===== config.mk =====
export PLATFORM = sky130hd
export DESIGN_NAME = spike_layer_flat
export DESIGN_NICKNAME = d
export VERILOG_FILES = /design/src/rtl/spike_layer_if.sv /design/src/rtl/spike_layer.sv /design/src/flat_wrapper.sv
export SDC_FILE = /design/constraint.sdc
export NUM_CORES = 1
export LEC_CHECK = 0
export ABC_AREA = 0
export BUFFER_PORTS_ARGS = -buffer_cell sky130_fd_sc_hd__buf_4
export CAP_MARGIN = 0
export CORE_MARGIN = 5
export CORE_UTILIZATION = 51
export CTS_CLUSTER_SIZE = 20
export DETAILED_ROUTE_END_ITERATION = 10
export GPL_TIMING_DRIVEN = 0
export PLACE_DENSITY_LB_ADDON = 0.15
export RECOVER_POWER = 25
export SLEW_MARGIN = 0
export SYNTH_ARGS = -nofsm -noshare
export SYNTH_HDL_FRONTEND = slang
export SYNTH_SLANG_ARGS = --single-unit

===== constraint.sdc =====
create_clock -name clk -period 12.1 [get_ports clk]
set_clock_uncertainty 0.05 [all_clocks]
set_input_delay 3.025 -clock clk [delete_from_list [all_inputs] [get_ports clk]]
set_output_delay 3.025 -clock clk [all_outputs]
set_load 0.01 [all_outputs]

===== src/rtl/spike_layer_if.sv =====
// Bus bundle for spike_layer: step handshake, weight-write port and membrane monitor.
// The master side drives stimulus and writes; the slave side is the neuron layer.
interface spike_layer_if #(
  parameter int unsigned N_IN  = 7,
  parameter int unsigned N_OUT = 4,
  parameter int unsigned WIDTH = 8,
  parameter int unsigned ACC_W = $clog2(N_IN * (2 ** WIDTH)) + 2
);
  localparam int unsigned IW = $clog2(N_IN);
  localparam int unsigned OW = $clog2(N_OUT);

  logic [N_IN-1:0]         pixels;
  logic                    tick;
  logic                    busy;
  logic                    done;
  logic [N_OUT-1:0]        spikes;
  logic                    wr_en;
  logic [OW-1:0]           wr_out;
  logic [IW-1:0]           wr_in;
  logic [WIDTH:0]          wr_data;
  logic                    wr_err;
  logic [OW-1:0]           mon_sel;
  logic signed [ACC_W-1:0] mon_out;

  modport master (
    output pixels, tick, wr_en, wr_out, wr_in, wr_data, mon_sel,
    input  busy, done, spikes, wr_err, mon_out
  );

  modport slave (
    input  pixels, tick, wr_en, wr_out, wr_in, wr_data, mon_sel,
    output busy, done, spikes, wr_err, mon_out
  );
endinterface


===== src/rtl/spike_layer.sv =====
// Time-multiplexed layer of N_OUT integrate-and-fire neurons over N_IN binary inputs.
// Define SPIKE_REFRAC_EN to add per-neuron refractory counters (REFRAC steps after a spike).
module spike_layer #(
  parameter int unsigned N_IN       = 7,
  parameter int unsigned N_OUT      = 4,
  parameter int unsigned WIDTH      = 8,
  parameter int unsigned ACC_W      = $clog2(N_IN * (2 ** WIDTH)) + 2,
  parameter int          THRESH     = 500,
  parameter int unsigned LEAK_SHIFT = 3,
  parameter int unsigned REFRAC     = 2
) (
  input logic          clk,
  input logic          rst,
  spike_layer_if.slave bus
);
  localparam int unsigned IW = $clog2(N_IN);
  localparam logic signed [ACC_W:0] SAT_MAX = {2'b00, {(ACC_W - 1){1'b1}}};
  localparam logic signed [ACC_W:0] SAT_MIN = {2'b11, {(ACC_W - 1){1'b0}}};

  typedef enum logic [1:0] {StIdle, StAccum, StFire} state_e;

  state_e                  state_q;
  logic [IW-1:0]           idx_q;
  logic [N_IN-1:0]         pix_q;
  logic [WIDTH:0]          w_q   [N_OUT][N_IN];
  logic signed [ACC_W-1:0] mem_q [N_OUT];
  logic signed [ACC_W-1:0] mem_d [N_OUT];
  logic [N_OUT-1:0]        spk_d;
  logic [N_OUT-1:0]        active;
  logic [N_OUT-1:0]        spikes_q;
  logic                    busy_q, done_q, wr_err_q, wr_ok;
  logic signed [ACC_W-1:0] mon_q;

  // Sign-magnitude add with clamping; -0 contributes nothing.
  function automatic logic signed [ACC_W-1:0] sat_add(input logic signed [ACC_W-1:0] m,
                                                      input logic [WIDTH:0] w);
    logic signed [ACC_W:0]   mag;
    logic signed [ACC_W:0]   sum;
    logic signed [ACC_W-1:0] res;
    mag = $signed({{(ACC_W + 1 - WIDTH){1'b0}}, w[WIDTH-1:0]});
    sum = {m[ACC_W-1], m} + (w[WIDTH] ? -mag : mag);
    if (sum > SAT_MAX)      res = SAT_MAX[ACC_W-1:0];
    else if (sum < SAT_MIN) res = SAT_MIN[ACC_W-1:0];
    else                    res = sum[ACC_W-1:0];
    return res;
  endfunction

`ifdef SPIKE_REFRAC_EN
  localparam int unsigned RW = (REFRAC > 0) ? $clog2(REFRAC + 1) : 1;
  logic [RW-1:0] refr_q [N_OUT];

  always_comb begin
    for (int j = 0; j < N_OUT; j++) active[j] = (refr_q[j] == '0);
  end
`else
  assign active = '1;
`endif

  assign wr_ok = bus.wr_en && (state_q == StIdle) && !bus.tick &&
                 (int'(bus.wr_out) < N_OUT) && (int'(bus.wr_in) < N_IN);

  always_comb begin
    for (int j = 0; j < N_OUT; j++) begin
      mem_d[j] = mem_q[j];
      spk_d[j] = 1'b0;
      if (state_q == StAccum) begin
        if (pix_q[idx_q] && active[j]) mem_d[j] = sat_add(mem_q[j], w_q[j][idx_q]);
      end else if (state_q == StFire) begin
        if (!active[j]) begin
          mem_d[j] = '0;
        end else if (int'(mem_q[j]) >= THRESH) begin
          spk_d[j] = 1'b1;
          mem_d[j] = '0;
        end else begin
          mem_d[j] = mem_q[j] - (mem_q[j] >>> LEAK_SHIFT);
        end
      end
    end
  end

  always_ff @(posedge clk) begin
    if (rst) begin
      state_q  <= StIdle;
      idx_q    <= '0;
      pix_q    <= '0;
      busy_q   <= 1'b0;
      done_q   <= 1'b0;
      spikes_q <= '0;
      wr_err_q <= 1'b0;
      mon_q    <= '0;
      for (int j = 0; j < N_OUT; j++) begin
        mem_q[j] <= '0;
        for (int i = 0; i < N_IN; i++) w_q[j][i] <= '0;
`ifdef SPIKE_REFRAC_EN
        refr_q[j] <= '0;
`endif
      end
    end else begin
      done_q   <= 1'b0;
      wr_err_q <= bus.wr_en && !wr_ok;
      mon_q    <= (int'(bus.mon_sel) < N_OUT) ? mem_q[bus.mon_sel] : '0;
      for (int j = 0; j < N_OUT; j++) mem_q[j] <= mem_d[j];
      if (wr_ok) w_q[bus.wr_out][bus.wr_in] <= bus.wr_data;

      case (state_q)
        StIdle: begin
          if (bus.tick) begin
            pix_q   <= bus.pixels;
            idx_q   <= '0;
            busy_q  <= 1'b1;
            state_q <= StAccum;
          end
        end
        StAccum: begin
          if (idx_q == IW'(N_IN - 1)) state_q <= StFire;
          else                        idx_q   <= idx_q + 1'b1;
        end
        StFire: begin
          state_q  <= StIdle;
          busy_q   <= 1'b0;
          done_q   <= 1'b1;
          spikes_q <= spk_d;
`ifdef SPIKE_REFRAC_EN
          for (int j = 0; j < N_OUT; j++) begin
            if (refr_q[j] != '0) refr_q[j] <= refr_q[j] - 1'b1;
            else if (spk_d[j])   refr_q[j] <= RW'(REFRAC);
          end
`endif
        end
        default: state_q <= StIdle;
      endcase
    end
  end

  assign bus.busy    = busy_q;
  assign bus.done    = done_q;
  assign bus.spikes  = spikes_q;
  assign bus.wr_err  = wr_err_q;
  assign bus.mon_out = mon_q;
endmodule


===== src/flat_wrapper.sv =====
// flat-port wrapper written by rule: the top's interface ports become plain ports
module spike_layer_flat 
#(
  parameter int unsigned N_IN       = 7,
  parameter int unsigned N_OUT      = 4,
  parameter int unsigned WIDTH      = 8,
  parameter int unsigned ACC_W      = $clog2(N_IN * (2 ** WIDTH)) + 2,
  parameter int          THRESH     = 500,
  parameter int unsigned LEAK_SHIFT = 3,
  parameter int unsigned REFRAC     = 2
)
  (clk, rst, bus_pixels, bus_tick, bus_wr_en, bus_wr_out, bus_wr_in, bus_wr_data, bus_mon_sel, bus_busy, bus_done, bus_spikes, bus_wr_err, bus_mon_out);
  spike_layer_if #(.N_IN(N_IN), .N_OUT(N_OUT), .WIDTH(WIDTH), .ACC_W(ACC_W)) bus_i ();
  input logic clk;
  input logic rst;
  input wire logic [$bits(bus_i.pixels)-1:0] bus_pixels;
  input wire logic [$bits(bus_i.tick)-1:0] bus_tick;
  input wire logic [$bits(bus_i.wr_en)-1:0] bus_wr_en;
  input wire logic [$bits(bus_i.wr_out)-1:0] bus_wr_out;
  input wire logic [$bits(bus_i.wr_in)-1:0] bus_wr_in;
  input wire logic [$bits(bus_i.wr_data)-1:0] bus_wr_data;
  input wire logic [$bits(bus_i.mon_sel)-1:0] bus_mon_sel;
  output wire logic [$bits(bus_i.busy)-1:0] bus_busy;
  output wire logic [$bits(bus_i.done)-1:0] bus_done;
  output wire logic [$bits(bus_i.spikes)-1:0] bus_spikes;
  output wire logic [$bits(bus_i.wr_err)-1:0] bus_wr_err;
  output wire logic [$bits(bus_i.mon_out)-1:0] bus_mon_out;
  assign bus_i.pixels = bus_pixels;
  assign bus_i.tick = bus_tick;
  assign bus_i.wr_en = bus_wr_en;
  assign bus_i.wr_out = bus_wr_out;
  assign bus_i.wr_in = bus_wr_in;
  assign bus_i.wr_data = bus_wr_data;
  assign bus_i.mon_sel = bus_mon_sel;
  assign bus_busy = bus_i.busy;
  assign bus_done = bus_i.done;
  assign bus_spikes = bus_i.spikes;
  assign bus_wr_err = bus_i.wr_err;
  assign bus_mon_out = bus_i.mon_out;
  spike_layer #(.N_IN(N_IN), .N_OUT(N_OUT), .WIDTH(WIDTH), .ACC_W(ACC_W), .THRESH(THRESH), .LEAK_SHIFT(LEAK_SHIFT), .REFRAC(REFRAC)) u_core (.clk(clk), .rst(rst), .bus(bus_i));
endmodule

==> impl_metrics.ini <==
[global_routing]
grt_pass1_vias = 15500
grt_max_degree = 14
grt_remaining_overflow = 0
grt_pass1_wl_um = 94200
antenna_found_initial = 1
grt_usage_pct = 27.6

[sta]
setup_tns_ns = 0
hold_violations = 0
period_share_pct = 53.4
max_slew.worst_pin.slew_ns = 1.13
rsz0062_at_grt = no
final-setup-viol-count = 0
hold_ws_ns = 0.409
min_period_ns = 6.47
clock.fmax_mhz = 155
slew_violations = 0
maxSlewHeadroom_pct = 23.7

[final_layout]
n_fill_cell = 3490
layout.nets = 2196
diodes = 0
fin_util_pct = 56.8
fin_area_um2 = 23100
layout_common_cells = edfxtp_1, and2_1, ha_1
synthToLayoutAreaGrowth_pct = 10.8
final_common_cell = edfxtp_1
drive_above_1_share_pct = 10.8

[clock_network]
clock_sinks = 336
cts_hold_buf = 0
ctsRootBufferMaster = clkbuf_16
cts_max_level = 2
cts.clk_slew.worst_paths_ns = 0.06
post_cts_resized = 0
cts_buffer_depth = 3
clkLatencyLatePin_ns = 0.57
cts_tree = built
cts-buffers-inserted = 39
cts_setup_buffers = 0

[routing]
wirelength_um = 63000
firstDrtPassIters = 5
wl_per_cell_um = 24.2
vias_per_cell = 6.11
num_vias = 15900
drt_iter0_drc = 1475
drc_errors = 0
antenna_left = 0

[hold_path]
min_to = u_core.pix_q[1]
min_path_cells = 2
hold_path.startpoint = u_core.pix_q[1]
hp-class = flip-flop to flip-flop

[place]
placed_area_um2 = 21800
port_buffers = 46
hpwl_um = 46400
place_congestion = 0.962

[synth]
synth.area.top_cells = edfxtp_1, dfxtp_1, and2_1, ha_1, xnor2_1
ys_warn_count = 0
synthDistinctLibCells = 80
avgSynthCellArea_um2 = 10.7
ys_seq_elements = 336
synth_nets = 2109
synth_edf_count = 252
synth_top_cell_area_share_pct = 36.3
yosysSeqAreaShare_pct = 44.4
syn_inst = 1956
syn_area_um2 = 20800
ys.flop_type = edfxtp_1
synthArstFlopShare_pct = 0
yosysTopAreaCell = edfxtp_1

[floorplan]
start_util_pct = 51.3
pin_count = 47
rows = 74
die_w_um = 212
die_h_um = 212
die_area_um2 = 45000
core-area_um2 = 40600

[power]
ir_worst_vdd_v = 0.000122
p_per_area_nw_per_um2 = 135
leakage_nw = 8.75

[critical_path]
worstPathArrival_ns = 6.89
start_kind = flip-flop
crit-reg2reg-launch = u_core.idx_q[1]
r2r-end = u_core.mem_q[0][1]
crit_type = flip-flop to flip-flop
worst_setup_path_end_kind = flip-flop
reg2reg_depth = 20
cp.required_ns = 12.52
path_max_fanout = 10
reg2reg_slack_ns = 5.63

[job]
drv_cap = 0

[status]
status = finished clean
-- critical path, stage by stage (launching register included) --
cell and delay [ns]:
dfxtp_1 0.50, buf_6 0.20, buf_4 0.24, buf_2 0.39, buf_4 0.36, mux4_2 0.55, o21ai_0 0.58, clkbuf_1 0.40
mux2i_1 0.34, inv_1 0.10, fa_1 0.44, nor2b_1 0.12, o21ai_0 0.10, a21boi_0 0.18, o21ai_0 0.14, a21oi_1 0.24
a31oi_1 0.15, xnor2_1 0.43, clkbuf_1 0.38, o211ai_1 0.16, a311oi_1 0.31
-- worst max-delay path by stage --
stage,from,end,cells after the start
3_5_place_dp,u_core.idx_q[1],u_core.mem_q[0][9],20
2_1_floorplan,u_core.idx_q[1],u_core.mem_q[0][9],21
5_1_grt,u_core.idx_q[1],u_core.mem_q[0][9],20
4_1_cts,u_core.idx_q[1],u_core.mem_q[0][1],20
6_report,u_core.idx_q[1],u_core.mem_q[0][1],20
3_3_place_gp,u_core.idx_q[1],u_core.mem_q[0][1],20
-- registers in the layout, summed over array words and instances (netlist names) --
register and cells:
u_core.bus.busy 1, u_core.bus.done 1, u_core.bus.mon_out 13, u_core.bus.spikes 4, u_core.bus.wr_err 1, u_core.idx_q 3
u_core.mem_q 52, u_core.pix_q 7, u_core.state_q 2, u_core.w_q 252
-- cells in the mapped netlist (all sizes together), types with 8 or more instances --
cell type,count
a211oi,20
a21o,31
a21oi,102
a221o,27
a221oi,32
a22oi,36
a311oi,10
a31oi,32
and2,258
buf,32
clkbuf,58
dfxtp,84
edfxtp,252
fa,8
ha,118
inv,97
mux2,35
mux2i,53
mux4,27
nand2,91
nand2b,15
nand3,18
nor2,106
nor2b,30
nor3,27
o211ai,27
o21a,18
o21ai,57
o21bai,17
or2,35
or3,9
or4,8
xnor2,82
xor2,24
-- final cells by class --
type                    count  area (µm²)  area share, %
plain buffers              90         418           1.81
clock buffers              47        1040           4.49
clock inverters            25         297           1.28
inverters                  97         364           1.58
multi-input cells        1433       10800           46.8
flip-flops and latches    336        9250           40.1
well taps                 532         666           2.88
repair buffers             46         259           1.12
-- stage by stage --
stage	setup slack, ns	power [mW]	cells
2_1_floorplan	7.39	1.73	1956
3_3_place_gp	5.94	1.89	2534
3_5_place_dp	5.85	1.90	2534
4_1_cts	5.78	3.12	2606
5_1_grt	5.35	3.23	2606
6_report	5.63	3.12	2606
-- where the power goes --
group	internal, mW	switching, mW
combinational	0.231	0.361
clock	0.725	0.507
sequential	1.27	0.0254
-- cell families after synthesis --
group	share of synthesized area (%)
compound gates	15.6
buf+inv	3.75
mux	7.37
flops	44.4
simple gates	16.1
xor+xnor	4.60
fa+ha+maj	8.14
-- per-layer routing --
layer / track usage (%) / share of wire (%) / up-vias
li1: - / - / 7389
met1: 36.8 / 42 / 7721
met2: 45.0 / 46 / 648
met5: 0 / 0.021 / -
met3: 4.60 / 7.7 / 152
met4: 11.7 / 4.3 / 2
Note: power is estimated with default switching activity, not from simulation.
